[config.mk]
export PLATFORM = sky130hd
export DESIGN_NAME = sme_memory_reader
export DESIGN_NICKNAME = d
export VERILOG_FILES = /design/src/rtl/sme_mem_pkg.sv /design/src/rtl/sme_read_fifo.sv /design/src/rtl/sme_memory_reader.sv
export SDC_FILE = /design/constraint.sdc
export NUM_CORES = 1
export LEC_CHECK = 0
export CAP_MARGIN = 0
export CORE_MARGIN = 2
export CORE_UTILIZATION = 40
export CTS_CLUSTER_SIZE = 40
export DETAILED_ROUTE_END_ITERATION = 16
export PLACE_DENSITY = 0.65
export SETUP_SLACK_MARGIN = 0.3
export SLEW_MARGIN = 20
export SYNTH_ARGS = -nofsm -noshare
export SYNTH_HDL_FRONTEND = slang
export SYNTH_SLANG_ARGS = --single-unit
[constraint.sdc]
create_clock -name ClockIn -period 3.8 [get_ports ClockIn]
set_input_delay 1.14 -clock ClockIn [delete_from_list [all_inputs] [get_ports ClockIn]]
set_output_delay 1.14 -clock ClockIn [all_outputs]
set_load 0.005 [all_outputs]
[src/rtl/sme_mem_pkg.sv]
// Shared definitions for the Sensor Manager memory port: default widths and
// the reader FSM state encoding.
package sme_mem_pkg;

    localparam int SME_ADDR_WIDTH = 10;
    localparam int SME_DATA_WIDTH = 18;

    typedef logic [1:0] sme_rd_state_t;

    localparam sme_rd_state_t ST_IDLE  = 2'd0;
    localparam sme_rd_state_t ST_READ  = 2'd1;
    localparam sme_rd_state_t ST_DRAIN = 2'd2;

endpackage

[src/rtl/sme_read_fifo.sv]
// Output buffer for the memory reader: power-of-two FIFO with flush,
// occupancy count and a registered head word.
module sme_read_fifo #(
    parameter int DEPTH = 4,
    parameter int DW    = 18,
    localparam int AW   = $clog2(DEPTH),
    localparam int CW   = AW + 1
) (
    input  logic          clk_i,
    input  logic          rst_ni,
    input  logic          flush_i,
    input  logic          push_i,
    input  logic [DW-1:0] wdata_i,
    input  logic          pop_i,
    output logic [DW-1:0] head_o,
    output logic          valid_o,
    output logic [CW-1:0] count_o
);

    logic [DW-1:0] mem_q [DEPTH];
    logic [AW-1:0] rd_ptr_q, rd_ptr_d, wr_ptr_q;
    logic [CW-1:0] count_q, count_d, after_pop;
    logic [DW-1:0] head_q, head_d;
    logic          do_pop;

    assign do_pop = pop_i && (count_q != '0);

    // Head register looks ahead to the entry that will be at the front after
    // this cycle's pop/push, so DataOut is a flop rather than a RAM read mux.
    always_comb begin
        after_pop = count_q - CW'(do_pop);
        rd_ptr_d  = rd_ptr_q + AW'(do_pop);
        count_d   = after_pop + CW'(push_i);
        head_d    = head_q;
        if (after_pop != '0)
            head_d = mem_q[rd_ptr_d];
        else if (push_i)
            head_d = wdata_i;
    end

    always_ff @(posedge clk_i) begin
        if (push_i)
            mem_q[wr_ptr_q] <= wdata_i;
    end

    always_ff @(posedge clk_i or negedge rst_ni) begin
        if (!rst_ni) begin
            rd_ptr_q <= '0;
            wr_ptr_q <= '0;
            count_q  <= '0;
            head_q   <= '0;
        end else if (flush_i) begin
            rd_ptr_q <= '0;
            wr_ptr_q <= '0;
            count_q  <= '0;
        end else begin
            rd_ptr_q <= rd_ptr_d;
            wr_ptr_q <= wr_ptr_q + AW'(push_i);
            count_q  <= count_d;
            head_q   <= head_d;
        end
    end

    assign head_o  = head_q;
    assign valid_o = (count_q != '0);
    assign count_o = count_q;

    a_no_overflow: assert property (@(posedge clk_i) disable iff (!rst_ni)
        !(push_i && !flush_i && !do_pop && count_q == CW'(DEPTH)));

endmodule

[src/rtl/sme_memory_reader.sv]
// Read-side master for the Sensor Manager memory port: reads a block of words
// and streams them to the host over valid/ready, hiding the RAM's 1-cycle latency.
module sme_memory_reader
    import sme_mem_pkg::*;
#(
    parameter int ADDR_WIDTH = SME_ADDR_WIDTH,
    parameter int DATA_WIDTH = SME_DATA_WIDTH,
    parameter int FIFO_DEPTH = 4
) (
    input  logic                  ClockIn,
    input  logic                  ResetIn_n,
    input  logic                  StartIn,
    input  logic [ADDR_WIDTH-1:0] StartAddressIn,
    input  logic [ADDR_WIDTH:0]   WordCountIn,
    input  logic                  AbortIn,
    output logic                  BusyOut,
    output logic                  DoneOut,
    output logic [ADDR_WIDTH-1:0] ReadAddressOut,
    output logic                  ReadEnableOut,
    output logic                  ReadClockOut,
    input  logic [DATA_WIDTH-1:0] DataFromMemoryIn,
    output logic [DATA_WIDTH-1:0] DataOut,
    output logic                  DataValidOut,
    input  logic                  DataReadyIn
);

    localparam int CW = $clog2(FIFO_DEPTH) + 1;
    localparam int NW = CW + 1;

    sme_rd_state_t         state_q, state_d;
    logic [ADDR_WIDTH-1:0] addr_q, addr_d;
    logic [ADDR_WIDTH:0]   rem_q, rem_d, rem_base;
    logic                  rden_q, rden_d, ret_q, ret_d, done_q, done_d;
    logic                  start_go, abort_go, pop, room, last_pop;
    logic [CW-1:0]         occ;
    logic [NW-1:0]         occ_next;

    assign abort_go = AbortIn && (state_q != ST_IDLE);
    assign start_go = StartIn && !AbortIn && (state_q == ST_IDLE);
    assign pop      = DataValidOut && DataReadyIn;
    assign last_pop = (state_q == ST_DRAIN) && pop && (occ == CW'(1)) && !ret_q;

    // Next cycle holds occ_next buffered words plus the read issued now; a new
    // issue is allowed only if that total plus one still fits in the buffer.
    assign occ_next = NW'(occ) + NW'(ret_q) - NW'(pop);
    assign room     = (occ_next + NW'(rden_q)) < NW'(FIFO_DEPTH);
    assign ret_d    = rden_q && !abort_go;

    always_comb begin
        state_d  = state_q;
        done_d   = 1'b0;
        rem_base = rem_q;
        addr_d   = rden_q ? addr_q + ADDR_WIDTH'(1) : addr_q;
        if (start_go) begin
            rem_base = WordCountIn;
            addr_d   = StartAddressIn;
        end
        case (state_q)
            ST_IDLE:
                if (start_go) begin
                    if (WordCountIn != '0) state_d = ST_READ;
                    else                   done_d  = 1'b1;
                end
            ST_READ:
                if (rden_q && rem_q == '0) state_d = ST_DRAIN;
            ST_DRAIN:
                if (last_pop) begin
                    state_d = ST_IDLE;
                    done_d  = 1'b1;
                end
            default: state_d = ST_IDLE;
        endcase
        if (abort_go) begin
            state_d = ST_IDLE;
            done_d  = 1'b0;
        end
        rden_d = (state_d == ST_READ) && (rem_base != '0) && room;
        rem_d  = rem_base - (ADDR_WIDTH+1)'(rden_d);
    end

    always_ff @(posedge ClockIn or negedge ResetIn_n) begin
        if (!ResetIn_n) begin
            state_q <= ST_IDLE;
            addr_q  <= '0;
            rem_q   <= '0;
            rden_q  <= 1'b0;
            ret_q   <= 1'b0;
            done_q  <= 1'b0;
        end else begin
            state_q <= state_d;
            addr_q  <= addr_d;
            rem_q   <= rem_d;
            rden_q  <= rden_d;
            ret_q   <= ret_d;
            done_q  <= done_d;
        end
    end

    sme_read_fifo #(
        .DEPTH(FIFO_DEPTH),
        .DW   (DATA_WIDTH)
    ) u_fifo (
        .clk_i  (ClockIn),
        .rst_ni (ResetIn_n),
        .flush_i(abort_go),
        .push_i (ret_q),
        .wdata_i(DataFromMemoryIn),
        .pop_i  (pop),
        .head_o (DataOut),
        .valid_o(DataValidOut),
        .count_o(occ)
    );

    assign BusyOut        = (state_q != ST_IDLE);
    assign DoneOut        = done_q;
    assign ReadAddressOut = addr_q;
    assign ReadEnableOut  = rden_q;
    assign ReadClockOut   = ClockIn;

endmodule

==> results.py, run 1 <==
metrics = {
    "power": {
        "seq_power_share": 0.325,
        "internal_pwr_total_mw": 4.04,
        "clockPowerShare": 0.317,
        "irDropWorstVdd_mv": 0.444,
        "leakage_power_nw": 2.79,
        "power.net_switching_mw": 1.85,
        "switching_share": 0.314,
        "power_per_cell_area_mw_per_mm2": 801,
        "power.share.combinational": 0.358,
    },
    "critical_path": {
        "r2r_end": "rem_q[4]",
        "critical_path_arrival_ns": 2.34,
        "required_ns": 2.66,
        "worstSetupPathType": "clock port to output port",
        "r2r_cells": 16,
        "setup.worst_path.end_class": "output port",
        "crit_path_max_fanout": 2,
        "reg2reg_slack_ns": 0.55,
        "critical_path.startpoint_type": "clock port",
        "rr_startpoint": "u_fifo.count_o[2]",
    },
    "clock_network": {
        "clock_insertion_delay_worst_skew_ns": 0.52,
        "tritoncts_clock_tree": "yes",
        "cts.clk_slew.worst_paths_ns": 0.06,
        "cts-hold-fix-buffers": 0,
    },
    "final_layout": {
        "num_antenna_cells": 0,
        "final_nets": 561,
        "stdcell_area_sq_mm": 0.00735,
        "syn_to_final_growth_pct": 32.2,
        "layout-drive-gt1-share": 0.159,
        "finish.cell_count_without_fillers": 697,
        "num-fill-cells": 1145,
    },
    "floorplan": {
        "coreArea_sq_mm": 0.0137,
        "floorplan.die.height_microns": 122,
        "die-area_sq_mm": 0.0148,
        "chipWidth_microns": 122,
        "initial_core_utilization": 0.405,
        "rows": 43,
        "num_io_pins": 77,
    },
    "yosys": {
        "yosys.area.top_type_share": 0.389,
        "dominantRegCellSynth": "sky130_fd_sc_hd__edfxtp_1",
        "cell_count_after_synthesis": 402,
        "synth_async_sr_flop_share": 0.415,
        "ys.warnings.count": 0,
        "yosysSeqAreaShare": 0.619,
        "ys_seq_elements": 123,
        "postSynthAreaPerCell_sq_um": 13.8,
        "syn_nets": 459,
        "yosys.cell_count.top_type": "sky130_fd_sc_hd__edfxtp_1",
        "synth.top_cells.by_area": "sky130_fd_sc_hd__edfxtp_1 (39%), sky130_fd_sc_hd__dfrtp_1 (23%), sky130_fd_sc_hd__mux4_1 (5.2%)",
        "synth_largest_area_cell": "sky130_fd_sc_hd__edfxtp_1",
        "ys_types": 42,
        "synth-edff-count": 72,
        "top_cell_types_by_occurrence_after_synthesis": "sky130_fd_sc_hd__edfxtp_1 (72), sky130_fd_sc_hd__nand2_1 (57), sky130_fd_sc_hd__dfrtp_1 (51)",
        "synth.cell_area_sq_mm": 0.00556,
    },
    "sta": {
        "rsz_0062_raised_after_global_routing": "false",
        "pnr_worst_setup_slack_ns": 0.315,
        "worst_pin_slew_ns": 0.956,
        "slew_headroom": 0.363,
        "timing_hold_violations_final": 0,
        "drv_slew": 0,
        "finalClockSkew_ns": 0.00700,
        "count_of_final_setup_violators": 0,
    },
    "placed_design": {
        "buffer_ports.inserted": 76,
        "dp_hpwl_microns": 7390,
        "cells_after_dpl": 660,
        "detailed_place.area_sq_mm": 0.00662,
        "place_ws_ns": -0.215,
        "gp_weighted_congestion": 0.853,
    },
    "min_path": {
        "min_delay_endpoint": "u_fifo.head_o[17]",
        "hold_path_depth": 2,
        "hp-start": "u_fifo.head_o[17]",
        "worstHoldPathType": "flip-flop to flip-flop",
    },
    "routing": {
        "antenna_left": 0,
        "drt_iter0_drc": 224,
        "drc_errors": 0,
        "drt_pass1_iterations": 5,
        "dr_total_vias": 3615,
        "routed_via_density": 5.19,
        "route.final.wire_length_microns": 11800,
        "detail_route.wl_per_cell_microns": 17.0,
    },
    "global_routing": {
        "grt_antenna_before_repair": 0,
        "overflow": 0,
        "first_global_vias": 3720,
        "grt_pass1_wl_microns": 19100,
        "track_usage": 0.173,
        "pin_count_of_the_biggest_net_entering_global_routing": 52,
    },
    "outcome": {
        "status": "finished clean",
    },
    "job": {
        "timing.max_cap.violations": 0,
    },
}
repair_timing:
item / CTS / global route
gates resized for setup: 2 / 4
setup buffers: 0 / 2
pin swaps: 0 / 4
setup endpoints to repair: 1 / 6
gates cloned: 0 / 0
worst max-delay path: stages:
cell and delay (ns):
sky130_fd_sc_hd__clkbuf_16 0.12, sky130_fd_sc_hd__clkbuf_16 0.13, sky130_fd_sc_hd__clkdlybuf4s15_1 0.19
state kept, by name, summed over array words and instances, names as in the netlist:
| name | count |
|---|---|
| DoneOut | 1 |
| u_fifo.count_o | 3 |
| ReadAddressOut | 10 |
| rem_q | 11 |
| u_fifo.rd_ptr_q | 2 |
| state_q | 2 |
| ReadEnableOut | 1 |
| ret_q | 1 |
| u_fifo.head_o | 18 |
| u_fifo.wr_ptr_q | 2 |
| u_fifo.mem_q | 72 |
cells by family after synthesis:
kind of cell,synth area share
AO/OA/AOI/OAI,0.0498
XOR/XNOR,0.0489
adder cells (fa/ha/maj),0.0293
buffers and inverters,0.0295
flip-flops,0.619
multiplexers,0.104
AND/OR/NAND/NOR,0.119
area by class of cell:
cell class,count,area (sq um),share of cell area
Timing Repair Buffer,95,923,0.126
Clock inverter,14,195,0.0266
Clock buffer,22,514,0.0700
Sequential cell,123,3440,0.468
Tap cell,180,225,0.0307
Inverter,12,45.0,0.00613
Multi-Input combinational cell,251,2000,0.273
placed cells by master, fill, tap and decap left out, drive strengths merged, types with 10 or more instances in the layout:
master / n
mux4: 18
inv: 14
clkdlybuf4s50: 73
dfrtp: 51
clkbuf: 21
ha: 13
buf: 21
nand4: 12
o21ai: 11
nand2: 57
mux2i: 10
nor2: 33
a31oi: 19
xor2: 19
edfxtp: 72
power groups by stage:
stage / logic, mW / clock network (mW) / registers (mW)
6_report: 2.11 / 1.87 / 1.91
5_1_grt: 2.35 / 1.96 / 1.95
4_1_cts: 2.13 / 1.91 / 1.92
3_5_place_dp: 2.11 / 0.0222 / 1.94
3_3_place_gp: 2.09 / 0.0222 / 1.93
2_1_floorplan: 1.39 / 0.0171 / 1.90
metal layers:
layer,wire (microns),global-route usage,part of all wire
met5,0,0,0
met4,216,0.0769,0.018
met3,829,0.0627,0.070
met2,5520,0.271,0.47
met1,5250,0.216,0.44
how the worst max path moves through the flow:
stage,startpoint,end,slack [ns],depth (start not counted)
after detailed placement,DataReadyIn,rem_q[4],-0.22,15
after global routing,DataReadyIn,rem_q[4],0.30,15
final,ClockIn,ReadClockOut,0.32,3
after CTS,ClockIn,ReadClockOut,0.31,3
after global placement,DataReadyIn,rem_q[4],-0.17,15
after floorplan,DataReadyIn,rem_q[4],0.27,15
stage by stage:
stage	power (mW)	hold slack, ns	TNS [ns]	utilization
3_5_place_dp	4.07	0.544	-1.00	0.483
3_3_place_gp	4.04	0.540	-0.646	0.483
5_1_grt	6.26	0.579	0	0.536
6_report	5.89	0.551	0	0.536
2_1_floorplan	3.31	0.534	0	-
4_1_cts	5.96	0.557	0	0.534
Note: power is estimated with default switching activity, not from simulation.
==> run 2, diff against run 1 <==
SKIP_LAST_GASP = 1   (was not set)
TNS_END_PERCENT = 20   (was not set)
==> results of run 2 <==
Final layout, timing and power as in run 1 (identical DEF).
